$ cat src/rtl/fetch_unit.sv
// RV32 instruction fetch stage: owns the fetch PC, issues word reads,
// and buffers in-order responses with their PCs for decode.
module fetch_unit #(
    parameter logic [31:0] RESET_PC = 32'h0000_0000,
    parameter int          DEPTH    = 4
) (
    input  logic        clk,
    input  logic        rst,
    output logic        imem_req,
    output logic [31:0] imem_addr,
    input  logic        imem_gnt,
    input  logic        imem_rvalid,
    input  logic [31:0] imem_rdata,
    input  logic        redirect_valid,
    input  logic [31:0] redirect_pc,
    output logic        instr_valid,
    input  logic        instr_ready,
    output logic [31:0] instr_o,
    output logic [31:0] instr_pc
);

    localparam int PW = $clog2(DEPTH);
    localparam int CW = PW + 1;
    localparam logic [CW:0] DEPTH_C = (CW + 1)'(DEPTH);

    logic [31:0]   fetch_pc;
    logic [31:0]   resp_pc;
    logic [CW-1:0] count;
    logic [CW-1:0] outstanding;
    logic [CW-1:0] discard;
    logic [PW-1:0] rd_ptr;
    logic [PW-1:0] wr_ptr;
    logic [31:0]   q_data [DEPTH];
    logic [31:0]   q_pc   [DEPTH];

    logic [CW:0]   inflight;
    logic          fire;
    logic          resp_live;
    logic          drop;
    logic          push;
    logic          pop;
    logic [31:0]   target_pc;
    logic          unused_bits;

    // Queue slots already spoken for: buffered words plus reads in flight.
    assign inflight  = {1'b0, count} + {1'b0, outstanding};
    assign imem_req  = !rst && !redirect_valid && (inflight < DEPTH_C);
    assign imem_addr = fetch_pc;
    assign fire      = imem_req && imem_gnt;

    // A response with nothing outstanding is spurious and ignored.
    assign resp_live = imem_rvalid && (outstanding != '0);
    assign drop      = (discard != '0);
    assign push      = resp_live && !drop && !redirect_valid;
    assign pop       = instr_valid && instr_ready && !redirect_valid;

    assign target_pc   = {redirect_pc[31:2], 2'b00};
    assign unused_bits = ^{redirect_pc[1:0]};

    assign instr_valid = (count != '0);
    assign instr_o     = q_data[rd_ptr];
    assign instr_pc    = q_pc[rd_ptr];

    // Fetch PC: redirect target, else advance on each accepted request.
    always_ff @(posedge clk) begin
        if (rst) begin
            fetch_pc <= {RESET_PC[31:2], 2'b00};
        end else if (redirect_valid) begin
            fetch_pc <= target_pc;
        end else if (fire) begin
            fetch_pc <= fetch_pc + 32'd4;
        end
    end

    // PC tagged onto the next kept response.
    always_ff @(posedge clk) begin
        if (rst) begin
            resp_pc <= {RESET_PC[31:2], 2'b00};
        end else if (redirect_valid) begin
            resp_pc <= target_pc;
        end else if (push) begin
            resp_pc <= resp_pc + 32'd4;
        end
    end

    // In-flight read tracking; a redirect marks every surviving read stale.
    always_ff @(posedge clk) begin
        if (rst) begin
            outstanding <= '0;
            discard     <= '0;
        end else begin
            outstanding <= outstanding + CW'(fire) - CW'(resp_live);
            if (redirect_valid) begin
                discard <= outstanding - CW'(resp_live);
            end else if (resp_live && drop) begin
                discard <= discard - CW'(1'b1);
            end
        end
    end

    // Queue occupancy and pointers; redirect empties the queue.
    always_ff @(posedge clk) begin
        if (rst || redirect_valid) begin
            count  <= '0;
            rd_ptr <= '0;
            wr_ptr <= '0;
        end else begin
            count <= count + CW'(push) - CW'(pop);
            if (push) begin
                wr_ptr <= wr_ptr + PW'(1'b1);
            end
            if (pop) begin
                rd_ptr <= rd_ptr + PW'(1'b1);
            end
        end
    end

    // Queue storage: word and its PC written together.
    always_ff @(posedge clk) begin
        if (rst) begin
            for (int i = 0; i < DEPTH; i++) begin
                q_data[i] <= '0;
                q_pc[i]   <= '0;
            end
        end else if (push) begin
            q_data[wr_ptr] <= imem_rdata;
            q_pc[wr_ptr]   <= resp_pc;
        end
    end

    spurious_rvalid: assert property (
        @(posedge clk) disable iff (rst) imem_rvalid |-> (outstanding != '0)
    );

endmodule

$ cat config.mk
export PLATFORM = sky130hd
export DESIGN_NAME = fetch_unit
export DESIGN_NICKNAME = d
export VERILOG_FILES = /design/src/rtl/fetch_unit.sv
export SDC_FILE = /design/constraint.sdc
export NUM_CORES = 1
export LEC_CHECK = 0
export ABC_AREA = 1
export CAP_MARGIN = 30
export CORE_ASPECT_RATIO = 1.5
export CORE_UTILIZATION = 52
export CTS_CLUSTER_DIAMETER = 40
export DETAILED_ROUTE_END_ITERATION = 6
export GPL_ROUTABILITY_DRIVEN = 0
export PLACE_DENSITY_LB_ADDON = 0.3
export SLEW_MARGIN = 20
export SYNTH_ARGS = -nofsm -noshare
export SYNTH_HDL_FRONTEND = slang
export SYNTH_SLANG_ARGS = --single-unit
$ cat constraint.sdc
create_clock -name clk -period 8.55 [get_ports clk]
set_input_delay 2.565 -clock clk [delete_from_list [all_inputs] [get_ports clk]]
set_output_delay 2.565 -clock clk [all_outputs]
set_load 0.02 [all_outputs]
==> flow_summary.toml, run 1 <==
[clock_network]
h-tree-depth = 2
cts_tree = "done"
cts_sinks = 323
post_cts_resized = 0
path_clk_slew_ps = 50
root_buffer = "clkbuf_16"
cts_max_path_buffers = 3
ctsHoldBuffers = 0
insertion_delay_ps = 530
cts_made_buffers = 35
post-cts-setup-buffers = 0

[routing]
viasPerCell = 5.48
wirelength_um = 40100
first_pass_iters = 6
drc_errors = 0
wl_per_cell_um = 17.0
vias = 12900
drt_iter0_drc = 1031
antenna_left = 0

[yosys]
ys_seq_elements = 323
synth_area_um2 = 15700
avgSynthCellArea_um2 = 8.70
yosys.cell_types.count = 39
synthesis.instances = 1804
ys_seq_area_share_pct = 57.0
synth.yosys.warnings = 0

[worst_setup_path]
start_kind = "primary input"
end_kind = "output port"
path_cells = "clkdlybuf4s50_1 > nor2_4 > nand2_2 > nor2_4 > clkdlybuf4s50_1"
crit_required_ps = 5990
slowest_delay_ps = 600
r2r_cells = 9
cp_max_fo = 12
r2r_slack_ps = 4830
cp_data_arrival_time_ps = 4230
r2r-start = "discard[0]"
crit_type = "in2out"
critPathSlowestCell = "clkdlybuf4s50_1"
timing.rr.end = "q_data[2][26]"

[placed_design]
port_buffers = 161
dp_hpwl_um = 24500

[global_route]
use_met1_pct = 29.7
grtUsageTotal_pct = 26.1
grt_pass1_wl_um = 62500
met2_usage_pct = 47.1
grt_use_met3_pct = 3.50
grt_pass1_vias = 12800
grt_max_degree = 83
grt_antenna_before_repair = 0
grt_overflow_total = 0
busiest_layer = "met2"

[power]
p_leak_uw = 0.00690
p_per_area_nw_per_um2 = 205
ir_drop_v = 0.000107

[timing]
setup_tns_ps = 0
worst_pin_slew_ps = 981
finalCritPeriodShare_pct = 79.5
final-max-slew-violation-count = 0
hold_viol_final = 0
slew_headroom_pct = 34.6
fmaxAchievable_mhz = 147
setup_viol_count_final = 0
period_minus_slack_ps = 6800
skew_ps = 21.7
rsz0062_at_grt = "false"

[finish]
fillers = 2458
areaGrowthSynthToFinish_pct = 19.1
antenna_cells_inserted = 0
drive_gt1_share_pct = 8.58
finalNetCount = 2017
post-route-util_pct = 63.2

[worst_hold_path]
holdPathEnd = "discard[1]"
whs_path_depth = 2
min_path_type = "reg2reg"
holdCritStartpoint = "discard[1]"

[floorplan]
core-area_um2 = 29600
start_util_pct = 53.1
dieHeight_um = 215
fp-row-count = 77
dieArea_um2 = 30900
pin_count = 168
die_w_um = 144

[flow_run]
drv_cap = 0

[status]
status = "completed"
-- power breakdown --
group / total, uW / switching [uW] / internal (uW) / leakage, uW
Combinational: 508 / 330 / 178 / 0.00317
Clock: 1480 / 624 / 861 / 0.000550
Sequential: 1840 / 53.5 / 1790 / 0.00318
Total: 3830 / 1010 / 2820 / 0.00690
-- Yosys cell counts --
library cell	number	area, um^2
a21oi_1	42	210
a31oi_1	8	50.1
and2_1	1	6.26
buf_1	4	15.0
buf_2	12	60.1
buf_4	8	60.1
buf_6	5	56.3
clkbuf_1	59	221
clkbuf_2	1	5.00
clkinv_1	1	3.75
conb_1	1	3.75
dfxtp_1	75	1500
edfxtp_1	248	7450
fa_1	2	40.0
ha_1	12	150
inv_1	189	709
inv_2	15	56.3
nand2_1	261	980
nand2_2	4	25.0
nand3_1	83	415
nand3_2	1	10.0
nand3_4	1	17.5
nand3b_1	5	37.5
nand4_1	9	56.3
nor2_1	420	1580
nor2_2	55	344
nor2_4	11	124
nor3_1	4	20.0
nor3b_1	2	15.0
nor4_1	1	6.26
o21ai_0	174	871
o21ai_1	3	15.0
o21bai_1	4	30.0
o22ai_1	62	388
o31ai_1	2	15.0
or2_0	1	6.26
or2_2	3	18.8
xnor2_1	2	17.5
xor2_1	13	114
-- cell families (layout without fill, tap and decap cells) --
kind of cell | after synthesis | after routing | synth area share [%]
and+or+nand+nor | 862 | 862 | 23.3
adders and majority gates | 14 | 14 | 1.21
AOI/OAI and AO/OA | 295 | 295 | 10.1
other | 1 | 4 | 0.0239
xor gates and xnor gates | 15 | 15 | 0.837
buffers and inverters | 294 | 444 | 7.56
DFF | 323 | 323 | 57.0
-- critical path, delay by kind of cell --
kind | cells | cell delay, ps
buf+inv | 2 | 1060
simple gates | 3 | 600
-- worst max-delay path by stage --
stage	to	from	cells past startpoint	slack (ps)
2_1_floorplan	q_data[3][0]	imem_rvalid	4	380
3_3_place_gp	imem_req	redirect_valid	5	1740
3_5_place_dp	imem_req	redirect_valid	5	1740
4_1_cts	imem_req	redirect_valid	5	1740
5_1_grt	imem_req	redirect_valid	5	1650
6_report	imem_req	redirect_valid	5	1750
-- state kept, by name (all words and copies together) (netlist names), named ones only --
| name | flops |
|---|---|
| q_data | 128 |
| q_pc | 120 |
| imem_addr | 30 |
| resp_pc | 30 |
| count | 3 |
| discard | 3 |
| outstanding | 3 |
| rd_ptr | 2 |
| wr_ptr | 2 |
-- metrics by stage --
stage / power, uW / std cells / setup WS [ps] / hold slack, ps / area, um^2
6_report: 3830 / 2352 / 1750 / 463 / 18700
5_1_grt: 3960 / 2352 / 1650 / 498 / 18700
4_1_cts: 3850 / 2352 / 1740 / 469 / 18700
3_5_place_dp: 2380 / 2291 / 1740 / 461 / 17600
3_3_place_gp: 2370 / 2290 / 1740 / 443 / 17600
2_1_floorplan: 2180 / 1807 / 379 / 437 / 15700
-- placed cells by master (no fill, tap or decap), drive strengths merged, types with 8 or more instances in the layout --
| master | Yosys | routed |
|---|---|---|
| xor2 | 13 | 13 |
| nand2 | 265 | 265 |
| nand4 | 9 | 9 |
| a21oi | 42 | 42 |
| buf | 29 | 17 |
| nor2 | 486 | 486 |
| edfxtp | 248 | 248 |
| ha | 12 | 12 |
| dfxtp | 75 | 75 |
| nand3 | 85 | 85 |
| a31oi | 8 | 8 |
| clkdlybuf4s50 | 0 | 161 |
| inv | 204 | 206 |
| o21ai | 177 | 177 |
| clkbuf | 60 | 44 |
| clkinv | 1 | 13 |
| o22ai | 62 | 62 |
-- routing by layer --
layer / share of wire, % / vias to the layer above / wire length [um]
met3: 6.4 / 100 / 2580
met4: 4.3 / 0 / 1720
met2: 52 / 497 / 20700
met1: 38 / 6098 / 15100
li1: - / 6183 / -
met5: 0 / - / 0
-- area by class of cell --
cell class	count	area (um^2)	share of cell area [%]
Clock buffer	44	952	5.09
Clock inverter	17	168	0.896
Inverter	205	772	4.13
Multi-Input combinational cell	1190	5620	30.0
Sequential cell	323	8950	47.9
Tap cell	395	494	2.64
Timing Repair Buffer	178	1750	9.34
No activity file was read; power rests on OpenSTA's default activity.
==> inputs of run 2 (changes only) <==
--- a/config.mk
+++ b/config.mk
@@ -8,7 +8,7 @@
 export ABC_AREA = 1
 export CAP_MARGIN = 30
 export CORE_ASPECT_RATIO = 1.5
-export CORE_UTILIZATION = 52
+export CORE_UTILIZATION = 57
 export CTS_CLUSTER_DIAMETER = 40
 export DETAILED_ROUTE_END_ITERATION = 6
 export GPL_ROUTABILITY_DRIVEN = 0
==> constraint.sdc (replaced) <==
create_clock -name clk -period 7.1 [get_ports clk]
set_input_delay 2.13 -clock clk [delete_from_list [all_inputs] [get_ports clk]]
set_output_delay 2.13 -clock clk [all_outputs]
set_load 0.02 [all_outputs]
==> flow_summary.toml, run 2 (same netlist as run 1, synthesis figures left out) <==
[status]
status = "completed"

[finish]
antenna_cells_inserted = 0
layout_commonest_cell = "nor2_1"
finalNetCount = 2013
top_register = "q_data"
final_cells = 2295
largest_register_ffs = 128
areaGrowthSynthToFinish_pct = 18.4
mostFrequentLayoutCells = "nor2_1 (420), nand2_1 (258), edfxtp_1 (248)"
post-route-util_pct = 68.5
reg.largest.list = "q_data x128, q_pc x120"
drive_gt1_share_pct = 8.50

[timing]
rsz0062_at_grt = "false"
finalCritPeriodShare_pct = 83.5
skew_ps = 17.2
final-max-slew-violation-count = 0
setup_viol_count_final = 0
period_minus_slack_ps = 5930
fmaxAchievable_mhz = 169
worst_pin_slew_ps = 971
slew_headroom_pct = 35.3
hold_viol_final = 0
layout_setup_ws_ps = 1170

[placed_design]
placed_cells = 2238
port_buffers = 161
dp_hpwl_um = 24500
preCtsSetupSlack_ps = 1160

[clock_network]
cts_max_path_buffers = 3
cts_sinks = 323
post_cts_resized = 0
ctsHoldBuffers = 0
post-cts-setup-buffers = 0
insertion_delay_ps = 570
cts_tree = "done"
h-tree-depth = 1
cts_made_buffers = 31
path_clk_slew_ps = 60
root_buffer = "clkbuf_16"

[power]
power.total_uw = 4520
p_seq_share_pct = 49.0
power.share.combinational_pct = 13.7
p_leak_uw = 0.00686
switchingPower_uw = 1170
p_per_area_nw_per_um2 = 243
power.internal_uw = 3350
sw_frac_of_total_pct = 25.9
p_clk_share_pct = 37.3
ir_drop_v = 0.000180

[floorplan]
pin_count = 168
dieArea_um2 = 28200
dieHeight_um = 205
die_w_um = 138
fp-row-count = 74
core-area_um2 = 27100
start_util_pct = 57.9

[worst_hold_path]
whs_path_depth = 2
min_path_type = "reg2reg"

[worst_setup_path]
start_kind = "primary input"
end_kind = "output port"
r2r-start = "discard[0]"
crit_type = "in2out"
cp_data_arrival_time_ps = 3800
cp-endpoint = "imem_req"
setup.worst_path.start = "redirect_valid"
r2r_slack_ps = 3810
cp_max_fo = 12
timing.rr.end = "q_pc[2][24]"
r2r_cells = 11
crit_required_ps = 4970

[global_route]
grt_antenna_before_repair = 0
grt_pass1_vias = 12200
grt_overflow_total = 0
grtUsageTotal_pct = 28.0
grt_max_degree = 69
grt_pass1_wl_um = 60600

[routing]
drt_iter0_drc = 1125
wl_per_cell_um = 17.3
first_pass_iters = 5
vias = 13000
wirelength_um = 39700
drc_errors = 0
viasPerCell = 5.64
antenna_left = 0

[flow_run]
drv_cap = 0
[run 2: cell count changes in the layout (fill, tap and decap cells not counted), sizes merged]
| cell | previous run | this run |
|---|---|---|
| bufinv | 2 | 3 |
| clkinv | 13 | 8 |
| inv | 206 | 204 |
| clkinvlp | 1 | 4 |
| clkbuf | 44 | 43 |
[run 2: metal layers]
layer | global-route usage, % | vias up | share of wire [%]
met5 | 0 | - | 0
met4 | 11.7 | 0 | 3.5
met3 | 2.93 | 108 | 7.2
met2 | 51.7 | 549 | 53
met1 | 32.4 | 6103 | 37
li1 | - | 6193 | -
[run 2: worst min-delay path by stage]
stage                          start         end  slack, ps
after CTS                 discard[1]  discard[1]        470
after detailed placement  discard[1]  discard[1]        460
after floorplan            rd_ptr[1]        flop        440
after global routing      discard[1]  discard[1]        480
final                     discard[1]  discard[1]        470
after global placement     rd_ptr[1]        flop        450
[run 2: power groups by stage]
stage / logic [uW] / registers (uW) / clock network, uW
after floorplan: 368 / 2260 / 0
after global placement: 601 / 2250 / 0
after detailed placement: 614 / 2250 / 0
after CTS: 618 / 2210 / 1690
after global routing: 676 / 2230 / 1760
final: 617 / 2210 / 1690
[run 2: stage by stage]
stage	TNS [ps]	hold slack [ps]	cell area [um^2]
after global routing	0	480	18600
after CTS	0	469	18600
after detailed placement	0	459	17500
final	0	465	18600
after floorplan	-51900	437	15700
after global placement	0	447	17500
[run 2: area by class of cell]
class	instances	area [um^2]
clock inverters	14	168
well taps	342	428
clock buffers	43	881
multi-input cells	1190	5630
fillers	2130	8550
repair buffers	178	1750
flip-flops and latches	323	8950
inverters	205	772
[run 2: worst max-delay path: stages]
cell,delay [ps]
clkdlybuf4s50_1,460
nor2_4,370
nand2_2,110
nor2_4,130
clkdlybuf4s50_1,600
==> inputs of run 3 (changes only) <==
--- a/config.mk
+++ b/config.mk
@@ -8,7 +8,7 @@
 export ABC_AREA = 1
 export CAP_MARGIN = 30
 export CORE_ASPECT_RATIO = 1.5
-export CORE_UTILIZATION = 57
+export CORE_UTILIZATION = 52
 export CTS_CLUSTER_DIAMETER = 40
 export DETAILED_ROUTE_END_ITERATION = 6
 export GPL_ROUTABILITY_DRIVEN = 0
==> constraint.sdc (replaced) <==
create_clock -name clk -period 5.3 [get_ports clk]
set_input_delay 1.59 -clock clk [delete_from_list [all_inputs] [get_ports clk]]
set_output_delay 1.59 -clock clk [all_outputs]
set_load 0.02 [all_outputs]
==> flow_summary.toml, run 3 (same netlist as run 1, synthesis figures left out) <==
[status]
status = "completed"

[routing]
antenna_left = 0
first_pass_iters = 5
drt_iter0_drc = 1004
wirelength_um = 40400
viasPerCell = 5.48
drc_errors = 0
vias = 12900
wl_per_cell_um = 17.1

[power]
ir_drop_v = 0.000191
p_per_area_nw_per_um2 = 327
p_leak_uw = 0.00694

[global_route]
grt_max_degree = 97
busiest_layer = "met2"
grt_use_met3_pct = 3.81
grt_pass1_vias = 13000
met2_usage_pct = 47.2
grt_pass1_wl_um = 64200
grtUsageTotal_pct = 26.7
grt_overflow_total = 0
grt_antenna_before_repair = 0
use_met1_pct = 31.2

[timing]
setup_viol_count_final = 0
worst_pin_slew_ps = 910
finalCritPeriodShare_pct = 87.9
hold_ws_ps = 466
period_minus_slack_ps = 4660
fmaxAchievable_mhz = 215
slew_headroom_pct = 39.3
hold_viol_final = 0
skew_ps = 12.9
final-max-slew-violation-count = 0
rsz0062_at_grt = "false"

[placed_design]
placed_cell_area_um2 = 17700
dp_hpwl_um = 24900
port_buffers = 161

[worst_setup_path]
cp_max_fo = 3
crit_required_ps = 3710
slowest_delay_ps = 610
path_delay_family = "buffers and inverters"
path_cells = "clkdlybuf4s50_1 > nor2_4 > nand2_2 > nor2_4 > clkdlybuf4s50_1"
end_kind = "output port"
critPathSlowestCell = "clkdlybuf4s50_1"
crit_type = "in2out"
start_kind = "primary input"
r2r_slack_ps = 1830
cp_data_arrival_time_ps = 3070
path_buf_inv = 2

[floorplan]
dieArea_um2 = 30900
fp-row-count = 77
dieHeight_um = 215
die_w_um = 144
core-area_um2 = 29600
pin_count = 168
start_util_pct = 53.1

[finish]
largest_register_ffs = 128
reg.largest.list = "q_data x128, q_pc x120"
finalNetCount = 2024
multi_input_area_um2 = 5620
areaGrowthSynthToFinish_pct = 19.7
layout_commonest_cell = "nor2_1"
top_register = "q_data"
finalInstanceArea_um2 = 18800
mostFrequentLayoutCells = "nor2_1 (420), nand2_1 (258), edfxtp_1 (248)"
drive_gt1_share_pct = 9.00
fillers = 2438
antenna_cells_inserted = 0
regArea_um2 = 8950

[clock_network]
post-cts-setup-buffers = 0
ctsHoldBuffers = 0
h-tree-depth = 2
cts_made_buffers = 35
cts_tree = "done"
cts_sinks = 323
post_cts_resized = 0
root_buffer = "clkbuf_16"
cts_max_path_buffers = 3
insertion_delay_ps = 520
path_clk_slew_ps = 50

[worst_hold_path]
min_path_type = "reg2reg"

[flow_run]
drv_cap = 0
run 3: cell count changes in the layout (fill, tap and decap cells not counted), sizes merged:
| cell | before | now |
|---|---|---|
| bufinv | 3 | 0 |
| clkbuf | 43 | 44 |
| inv | 204 | 208 |
| clkinv | 8 | 13 |
| clkinvlp | 4 | 3 |
| buf | 17 | 24 |
run 3: final cells by class:
cell class	instances	area share, %
Tap cell	395	2.63
Timing Repair Buffer	185	9.80
Sequential cell	323	47.7
Clock buffer	44	5.17
Clock inverter	19	0.733
Multi-Input combinational cell	1190	29.9
Inverter	205	4.11
run 3: worst paths after layout:
check,from,to,cells past startpoint
min,discard[1],discard[1],2
max,redirect_valid,imem_req,5
max reg2reg,discard[0],count[2],15
min reg2reg,discard[1],discard[1],2
run 3: power breakdown:
group / internal (uW) / switching (uW) / total [uW] / leakage (uW)
clock network: 1330 / 1030 / 2350 / 0.000538
logic: 295 / 538 / 833 / 0.00322
registers: 2880 / 85.0 / 2960 / 0.00318
run 3: metrics by stage:
stage               total power [uW]  instances  setup TNS (ps)  setup WS (ps)  util (%)
floorplan                       3510       1807         -208140          -1680         -
global placement                3830       2298               0            463      59.8
detailed placement              3850       2298               0            436      59.8
CTS                             6170       2361               0            630      63.5
global route                    6360       2361               0            600      63.5
finish                          6150       2361               0            641      63.5
run 3: tightest hold or removal path, delay by kind of cell (launching register included):
kind / cells / cell delay [ps]
flip-flops: 1 / 310
AND/OR/NAND/NOR: 1 / 60
AO/OA/AOI/OAI: 1 / 50
run 3: metal layers:
metal  share of wire [%]  routed length, um
met4                 4.3               1740
met1                  38              15500
met5                   0                  0
met3                 6.5               2630
met2                  51              20500
